$ cat src/rtl/ptm_mem_arbiter.sv
// rtl/ptm_mem_arbiter.sv - round-robin two-requester arbiter for the PTM 1024x10 data memory
// Optional feature macro: PTM_ARB_TIMEOUT_EN (preempts an owner after MAX_BURST granted cycles).
module ptm_mem_arbiter #(
  parameter int MAX_BURST = 16
) (
  input  logic       clk,
  input  logic       rst_n,
  input  logic       req0,
  input  logic       req1,
  input  logic       en0,
  input  logic       en1,
  input  logic       we0,
  input  logic       we1,
  input  logic [9:0] addr0,
  input  logic [9:0] addr1,
  input  logic [9:0] wdata0,
  input  logic [9:0] wdata1,
  output logic       gnt0,
  output logic       gnt1,
  output logic       rvalid0,
  output logic       rvalid1,
  output logic [9:0] rdata,
  output logic       mem_en,
  output logic       mem_we,
  output logic [9:0] mem_addr,
  output logic [9:0] mem_wdata,
  input  logic [9:0] mem_rdata,
  output logic       busy
);

  typedef enum logic [1:0] {
    IDLE = 2'd0,
    OWN0 = 2'd1,
    OWN1 = 2'd2
  } state_t;

  state_t state;
  logic   last;     // 1: requester 1 was granted most recently
  logic   expire;   // current owner has used up its burst allowance

  // Reject burst lengths the 8-bit counter cannot represent
  if (MAX_BURST < 2 || MAX_BURST > 255) begin : g_bad_burst
    $error("ptm_mem_arbiter: MAX_BURST must be within 2..255");
  end

`ifdef PTM_ARB_TIMEOUT_EN
  localparam logic [7:0] BURST_LAST = 8'(MAX_BURST - 1);
  logic [7:0] burst_cnt;
  assign expire = (burst_cnt == BURST_LAST);
`else
  assign expire = 1'b0;
`endif

  // Grant FSM: round-robin tie break, direct handoff, optional burst preemption
  always_ff @(posedge clk or negedge rst_n) begin
    if (!rst_n) begin
      state <= IDLE;
      last  <= 1'b1;
`ifdef PTM_ARB_TIMEOUT_EN
      burst_cnt <= '0;
`endif
    end else begin
`ifdef PTM_ARB_TIMEOUT_EN
      // Count granted cycles, saturating so a late competitor still preempts
      if (state != IDLE && !expire) begin
        burst_cnt <= burst_cnt + 8'd1;
      end
`endif
      case (state)
        IDLE: begin
          if (req0 && (!req1 || last)) begin
            state <= OWN0;
            last  <= 1'b0;
`ifdef PTM_ARB_TIMEOUT_EN
            burst_cnt <= '0;
`endif
          end else if (req1) begin
            state <= OWN1;
            last  <= 1'b1;
`ifdef PTM_ARB_TIMEOUT_EN
            burst_cnt <= '0;
`endif
          end
        end
        OWN0: begin
          if (!req0 || (expire && req1)) begin
            if (req1) begin
              state <= OWN1;
              last  <= 1'b1;
`ifdef PTM_ARB_TIMEOUT_EN
              burst_cnt <= '0;
`endif
            end else begin
              state <= IDLE;
            end
          end
        end
        OWN1: begin
          if (!req1 || (expire && req0)) begin
            if (req0) begin
              state <= OWN0;
              last  <= 1'b0;
`ifdef PTM_ARB_TIMEOUT_EN
              burst_cnt <= '0;
`endif
            end else begin
              state <= IDLE;
            end
          end
        end
        default: state <= IDLE;
      endcase
    end
  end

  assign gnt0 = (state == OWN0);
  assign gnt1 = (state == OWN1);
  assign busy = gnt0 | gnt1;

  // Steer the granted requester onto the memory port; idle bus drives zeros
  always_comb begin
    mem_en    = 1'b0;
    mem_we    = 1'b0;
    mem_addr  = '0;
    mem_wdata = '0;
    if (gnt0) begin
      mem_en    = en0;
      mem_we    = we0;
      mem_addr  = addr0;
      mem_wdata = wdata0;
    end else if (gnt1) begin
      mem_en    = en1;
      mem_we    = we1;
      mem_addr  = addr1;
      mem_wdata = wdata1;
    end
  end

  // Read-valid follows the issuing strobe by one cycle, even across a handoff
  always_ff @(posedge clk or negedge rst_n) begin
    if (!rst_n) begin
      rvalid0 <= 1'b0;
      rvalid1 <= 1'b0;
    end else begin
      rvalid0 <= gnt0 & en0 & ~we0;
      rvalid1 <= gnt1 & en1 & ~we1;
    end
  end

  assign rdata = mem_rdata;

endmodule

$ cat config.mk
export PLATFORM = sky130hd
export DESIGN_NAME = ptm_mem_arbiter
export DESIGN_NICKNAME = d
export VERILOG_FILES = /design/src/rtl/ptm_mem_arbiter.sv
export SDC_FILE = /design/constraint.sdc
export NUM_CORES = 1
export LEC_CHECK = 0
export CAP_MARGIN = 20
export CORE_MARGIN = 2
export CORE_UTILIZATION = 27
export CTS_BUF_LIST = sky130_fd_sc_hd__clkbuf_8
export CTS_CLUSTER_SIZE = 30
export DETAILED_ROUTE_END_ITERATION = 10
export PLACE_DENSITY = 0.95
export SLEW_MARGIN = 20
export SYNTH_ARGS = -nofsm -noshare
export SYNTH_HDL_FRONTEND = slang
export SYNTH_SLANG_ARGS = --single-unit
$ cat constraint.sdc
create_clock -name clk -period 2.89 [get_ports clk]
set_input_delay 0.4335 -clock clk [delete_from_list [all_inputs] [get_ports clk]]
set_output_delay 0.4335 -clock clk [all_outputs]
set_load 0.01 [all_outputs]
==> results of run 1 <==
## where the power goes
part / switching, mW / total (mW) / internal (mW)
sequential: 0.0161 / 0.113 / 0.0967
combinational: 0.369 / 0.823 / 0.454
clock: 0.0308 / 0.121 / 0.0907
total: 0.416 / 1.06 / 0.642
## flip-flops by register name (all words and copies together), names as in the netlist
register  cells
last          1
rvalid1       1
state         2
rvalid0       1
## cells in the final DEF, fill, tap and decap left out, types with 2 or more instances in the layout
cell                              instances
sky130_fd_sc_hd__dfrtp_1                  4
sky130_fd_sc_hd__inv_1                    6
sky130_fd_sc_hd__a21oi_1                  3
sky130_fd_sc_hd__a21boi_0                 2
sky130_fd_sc_hd__o21ai_0                 20
sky130_fd_sc_hd__clkdlybuf4s50_1         74
sky130_fd_sc_hd__ha_1                     4
sky130_fd_sc_hd__clkbuf_8                 3
sky130_fd_sc_hd__nor2_1                   3
sky130_fd_sc_hd__a22o_1                   6
sky130_fd_sc_hd__nand2_1                 38
## final timing paths
| check | startpoint | slack [ns] | cells after the start | endpoint |
|---|---|---|---|---|
| worst min register to register | state[0] | 0.54 | 2 | state[0] |
| worst max register to register | state[1] | 1.06 | 6 | state[0] |
| min in group clk | state[0] | 0.54 | 2 | state[0] |
| worst min-delay path | rst_n | 0.43 | 1 | rvalid0 |
| worst max-delay path | state[1] | 0.40 | 6 | mem_wdata[6] |
| max in group asynchronous | rst_n | 2.21 | 1 | last |
## worst max-delay path, cell delays in order (launching register included)
cell and delay, ns:
sky130_fd_sc_hd__dfrtp_1 0.40, sky130_fd_sc_hd__inv_1 0.09, sky130_fd_sc_hd__ha_1 0.41, sky130_fd_sc_hd__buf_12 0.23, sky130_fd_sc_hd__nand2_1 0.06, sky130_fd_sc_hd__o21ai_0 0.07, sky130_fd_sc_hd__clkdlybuf4s50_1 0.57
## per-layer routing
layer / track usage (%) / up-vias / part of all wire [%]
li1: - / 487 / -
met1: 14.2 / 424 / 36
met2: 27.4 / 42 / 50
met3: 5.38 / 2 / 13
met4: 4.88 / 0 / 0.33
met5: 0 / - / 0
## cell families (layout without fill, tap and decap cells)
group,count (synthesis),count (layout)
DFF,5,5
adders and majority gates,4,4
buffers and inverters,22,85
AOI/OAI and AO/OA,35,35
and+or+nand+nor,44,44
## cell type report
| type | instances | area [um2] | area share [%] |
|---|---|---|---|
| flip-flops and latches | 5 | 126 | 8.76 |
| clock inverters | 1 | 3.75 | 0.260 |
| repair buffers | 76 | 768 | 53.3 |
| multi-input cells | 83 | 447 | 31.0 |
| clock buffers | 3 | 41.3 | 2.86 |
| inverters | 5 | 18.8 | 1.30 |
| well taps | 30 | 37.5 | 2.60 |
## stage by stage
stage / std cells / total power [mW]
floorplan: 110 / 0.540
global placement: 199 / 0.936
detailed placement: 199 / 0.946
CTS: 203 / 1.07
global route: 203 / 1.15
finish: 203 / 1.06
==> run metrics, run 1 <==
drt wl/cell=11.9 um; critical-path maximum fanout=35; pre-CTS setup slack=0.602 ns; finished layout cell area=1440 um2; Setup Total Neg Slack=0 ns; Leakage=0.573 nW; fill cell count=233; Pre-Repair DR Iteration Count=4; via count normalized by instance count=4.70; number of H-tree levels=1; number of antenna violations at the first check in global routing=0; count of input and output buffers=74; complex-gate fraction of the synthesized area=31.5%; leading area contributor after synthesis=sky130_fd_sc_hd__nand2_1; Clock transition at path regs=0.04 ns; kind of start point of the critical path=flop; grt ovf=0; count of antenna-violating nets left after detailed routing=0; Starting Density=28.4%; final worst-path cycle share=86.1%; ANT cells=0; final worst slack=0.402 ns; share of layout cells above drive strength 1=4.05%; # rows=18; cell area power density=733 nW/um2; GR Util All Layers=14.4%; pin slew with the least headroom to its limit=0.419 ns; async set-reset flop share out of synthesis=100%; leading cell types by count after synthesis=sky130_fd_sc_hd__nand2_1 (38), sky130_fd_sc_hd__o21ai_0 (20), sky130_fd_sc_hd__buf_4 (10); mean cell area of the mapped netlist=6.39 um2; die span in y=55.0 um; worst setup path category=reg2out; area delta synth->final=105%; minimum clock period after layout=2.49 ns; share of synthesized area occupied by flip-flops and latches=18.0%; most instantiated flip-flop cell in the synthesis netlist=sky130_fd_sc_hd__dfrtp_1; CTS Sinks=5; warning count from the yosys run=0; number of failing setup endpoints in the final timing report=0; final count of hold timing violations=0; mux cell area share after synthesis=0%; Hold WS=0.435 ns; maximum number of pins on one net before global-route repair=36; hold buffer count at cts=0; placed cell areas=1400 um2; Nets=236; Critical Path AT=2.05 ns; xor and xnor fraction of the mapped netlist area=0%; DRT Wirelength=2.41 mm; weighted congestion at the end of routability-driven global placement=0.766; simple-gate area share of the yosys netlist=24.9%; PostCTS Resize Cnt=0; number of buffers created by CTS=3; synthesized instance count=110; Synth cell types=21; share of the synthesized area in the top cell type=20.3%; upper clock frequency limit=402 MHz; kind of path behind the tightest hold check=in2async; # IOs=95; deepest clock path buffer count=2; Post-synth EDFFs=0; area share of fa/ha/maj cells after synthesis=7.12%; Die X=55.0 um; dominant combinational cell family by area after synthesis=compound AO/OA/AOI/OAI gates; number of remaining DRC errors=0; placed wire-length estimate=1.98 mm; VDD IR max=0.000424 V; vias in the first global route=752; core area=2480 um2; starting DRC count in detailed routing=4; flip-flop and latch count after synthesis=5; clock insertion delay at the later pin of the skew report=0.22 ns; number of violations of the max-capacitance limit=0; CTS tree=done; clock root buffer=sky130_fd_sc_hd__clkbuf_8; Core Util, Final=58.2%; global-route wire length before repair=3.12 mm; Pins Over Slew Limit=0; post-synthesis net count=172; top post-synthesis cells by area=sky130_fd_sc_hd__nand2_1 (20%), sky130_fd_sc_hd__dfrtp_1 (14%), sky130_fd_sc_hd__o21ai_0 (14%); post-synthesis instance area=703 um2; area of the die=3030 um2; RSZ-0062 raised after global routing=false; vias=955; leading cell type by number of instances after synthesis=sky130_fd_sc_hd__nand2_1; critical path data required time=2.46 ns; critical path endpoint category=output pin; Worst slew margin=72.1%; result of the run=completed; Post-CTS Setup Inserts=0; Layout Skew=0.00386 ns
(Power assumes the default switching activity.)
==> run 2: changes to the inputs <==
Settings changed: SLEW_MARGIN 20 to default.
==> results of run 2 <==
No change in the layout: final DEF, timing and power equal those of run 1.
==> run 3: changes to the inputs <==
Settings changed: CORE_UTILIZATION 27 to 45, DONT_BUFFER_PORTS from default to 1, PLACE_DENSITY 0.95 to 0.7, SKIP_LAST_GASP from default to 1.
Clock period 2.89 ns to 2.7 ns, I/O delays scaled along.
==> run metrics, run 3 (synthesis gave the netlist of run 1 again) <==
result of the run=completed; ordered list of cells on the worst path=inv_1, ha_1, buf_4, nand2_1, o21ai_0; deepest clock path buffer count=2; CTS Sinks=5; CP startpoint=state[0]; r2r startpoint=state[0]; leading cell type in the layout, fill and taps excluded=sky130_fd_sc_hd__nand2_1; Layout Skew=0.000199 ns; largest stage delay on the critical path=0.50 ns; drt wl/cell=13.4 um; Starting Density=47.2%; # IOs=95; number of violations of the max-capacitance limit=0; Pre-Repair DR Iteration Count=4; vias=687; final worst-path cycle share=83.9%; worst setup path category=reg2out; critical path data required time=2.30 ns; register-to-register setup slack=0.95 ns; leading cell types in the layout, fill and taps excluded=sky130_fd_sc_hd__nand2_1 (38), sky130_fd_sc_hd__o21ai_0 (20), sky130_fd_sc_hd__inv_1 (6), sky130_fd_sc_hd__a22o_1 (6); maximum number of pins on one net before global-route repair=27; VDD IR max=0.000633 V; number of failing setup endpoints in the final timing report=0; hold buffer count at cts=1; Critical Path Slowest Stage Cell=sky130_fd_sc_hd__ha_1; RSZ-0062 raised after global routing=false; vias in the first global route=530; via count normalized by instance count=5.87; Critical Path AT=1.86 ns; kind of path behind the tightest hold check=in2async; placed wire-length estimate=1.29 mm; Worst slew margin=64.4%; family with the most delay on the worst path=adder cells; DRT Wirelength=1.56 mm; area of the die=1890 um2; final count of hold timing violations=0; number of remaining DRC errors=0; Nets=164; die span in y=43.5 um; worst-case reg-to-reg path depth=5; share of layout cells above drive strength 1=7.92%; ANT cells=0; count of antenna-violating nets left after detailed routing=0; critical-path maximum fanout=14; # rows=14; kind of start point of the critical path=flop; global-route wire length before repair=2.10 mm; upper clock frequency limit=441 MHz; CTS tree=done; cell area power density=1110 nW/um2; Die X=43.5 um; PostCTS Resize Cnt=0; critical path depth=5; total power draw=0.764 mW; pin slew with the least headroom to its limit=0.534 ns; Clock transition at path regs=0.03 ns; Critical R2R Capture=state[0]; Pins Over Slew Limit=0; clock insertion delay at the later pin of the skew report=0.22 ns; Setup Total Neg Slack=0 ns; starting DRC count in detailed routing=23; number of buffers created by CTS=3; minimum clock period after layout=2.27 ns; Leakage=0.299 nW; clock root buffer=sky130_fd_sc_hd__clkbuf_8; Largest register FFs=2; area delta synth->final=-1.96%; Post-CTS Setup Inserts=0; GR Util All Layers=14.5%; Buf+Inv Stages, Crit Path=2; core area=1490 um2; grt ovf=0; critical path endpoint category=output pin; end of the critical path=mem_addr[2]; Biggest register=state; weighted congestion at the end of routability-driven global placement=0.771; number of antenna violations at the first check in global routing=0; number of H-tree levels=1; count of input and output buffers=0
run 3: worst min-delay path by stage:
stage | start | endpoint | slack, ns | cells after the start
floorplan | rst_n | rvalid0 | 0.11 | 0
global placement | rst_n | state[1] | 0.11 | 0
detailed placement | rst_n | state[1] | 0.11 | 0
CTS | rst_n | last | 0.02 | 0
global route | rst_n | last | 0.02 | 0
finish | rst_n | last | 0.03 | 0
run 3: power by group:
group	switching, mW	total (mW)	internal [mW]
combinational	0.337	0.507	0.170
sequential	0.0203	0.124	0.104
clock	0.0356	0.133	0.0974
total	0.393	0.764	0.371
run 3: final cells by class:
type | instances | area (um2)
sequential | 5 | 126
clock buffer | 3 | 41.3
multi-input combinational | 83 | 447
tap | 16 | 20.0
timing repair buffer | 4 | 32.5
fill | 147 | 800
inverter | 5 | 18.8
clock inverter | 1 | 3.75
run 3: stage by stage:
stage | setup slack, ns | util (%) | hold slack [ns] | std cells | instance area [um2]
2_1_floorplan | 0.810 | - | 0.109 | 110 | 703
3_3_place_gp | 0.704 | 42.6 | 0.110 | 112 | 634
3_5_place_dp | 0.638 | 42.6 | 0.110 | 112 | 634
4_1_cts | 0.398 | 46.3 | 0.0237 | 117 | 689
5_1_grt | 0.281 | 46.3 | 0.0208 | 117 | 689
6_report | 0.434 | 46.3 | 0.0296 | 117 | 689
run 3: metal layers:
metal  vias to the layer above  GRT usage [%]  part of all wire [%]  routed length (um)
met5                         -              0                     0                   0
met4                         0           7.88                   1.9                  29
met3                         6           1.25                   9.3                 145
met2                        41           26.6                    50                 776
met1                       300           16.5                    39                 611
li1                        340              -                     -                   -
run 3: worst reg2reg max path, cell delays in order, from the launching register on:
cell and delay (ns):
sky130_fd_sc_hd__dfrtp_1 0.38, sky130_fd_sc_hd__inv_1 0.08, sky130_fd_sc_hd__ha_1 0.39, sky130_fd_sc_hd__a22o_1 0.27, sky130_fd_sc_hd__a31o_1 0.23, sky130_fd_sc_hd__o41ai_2 0.30
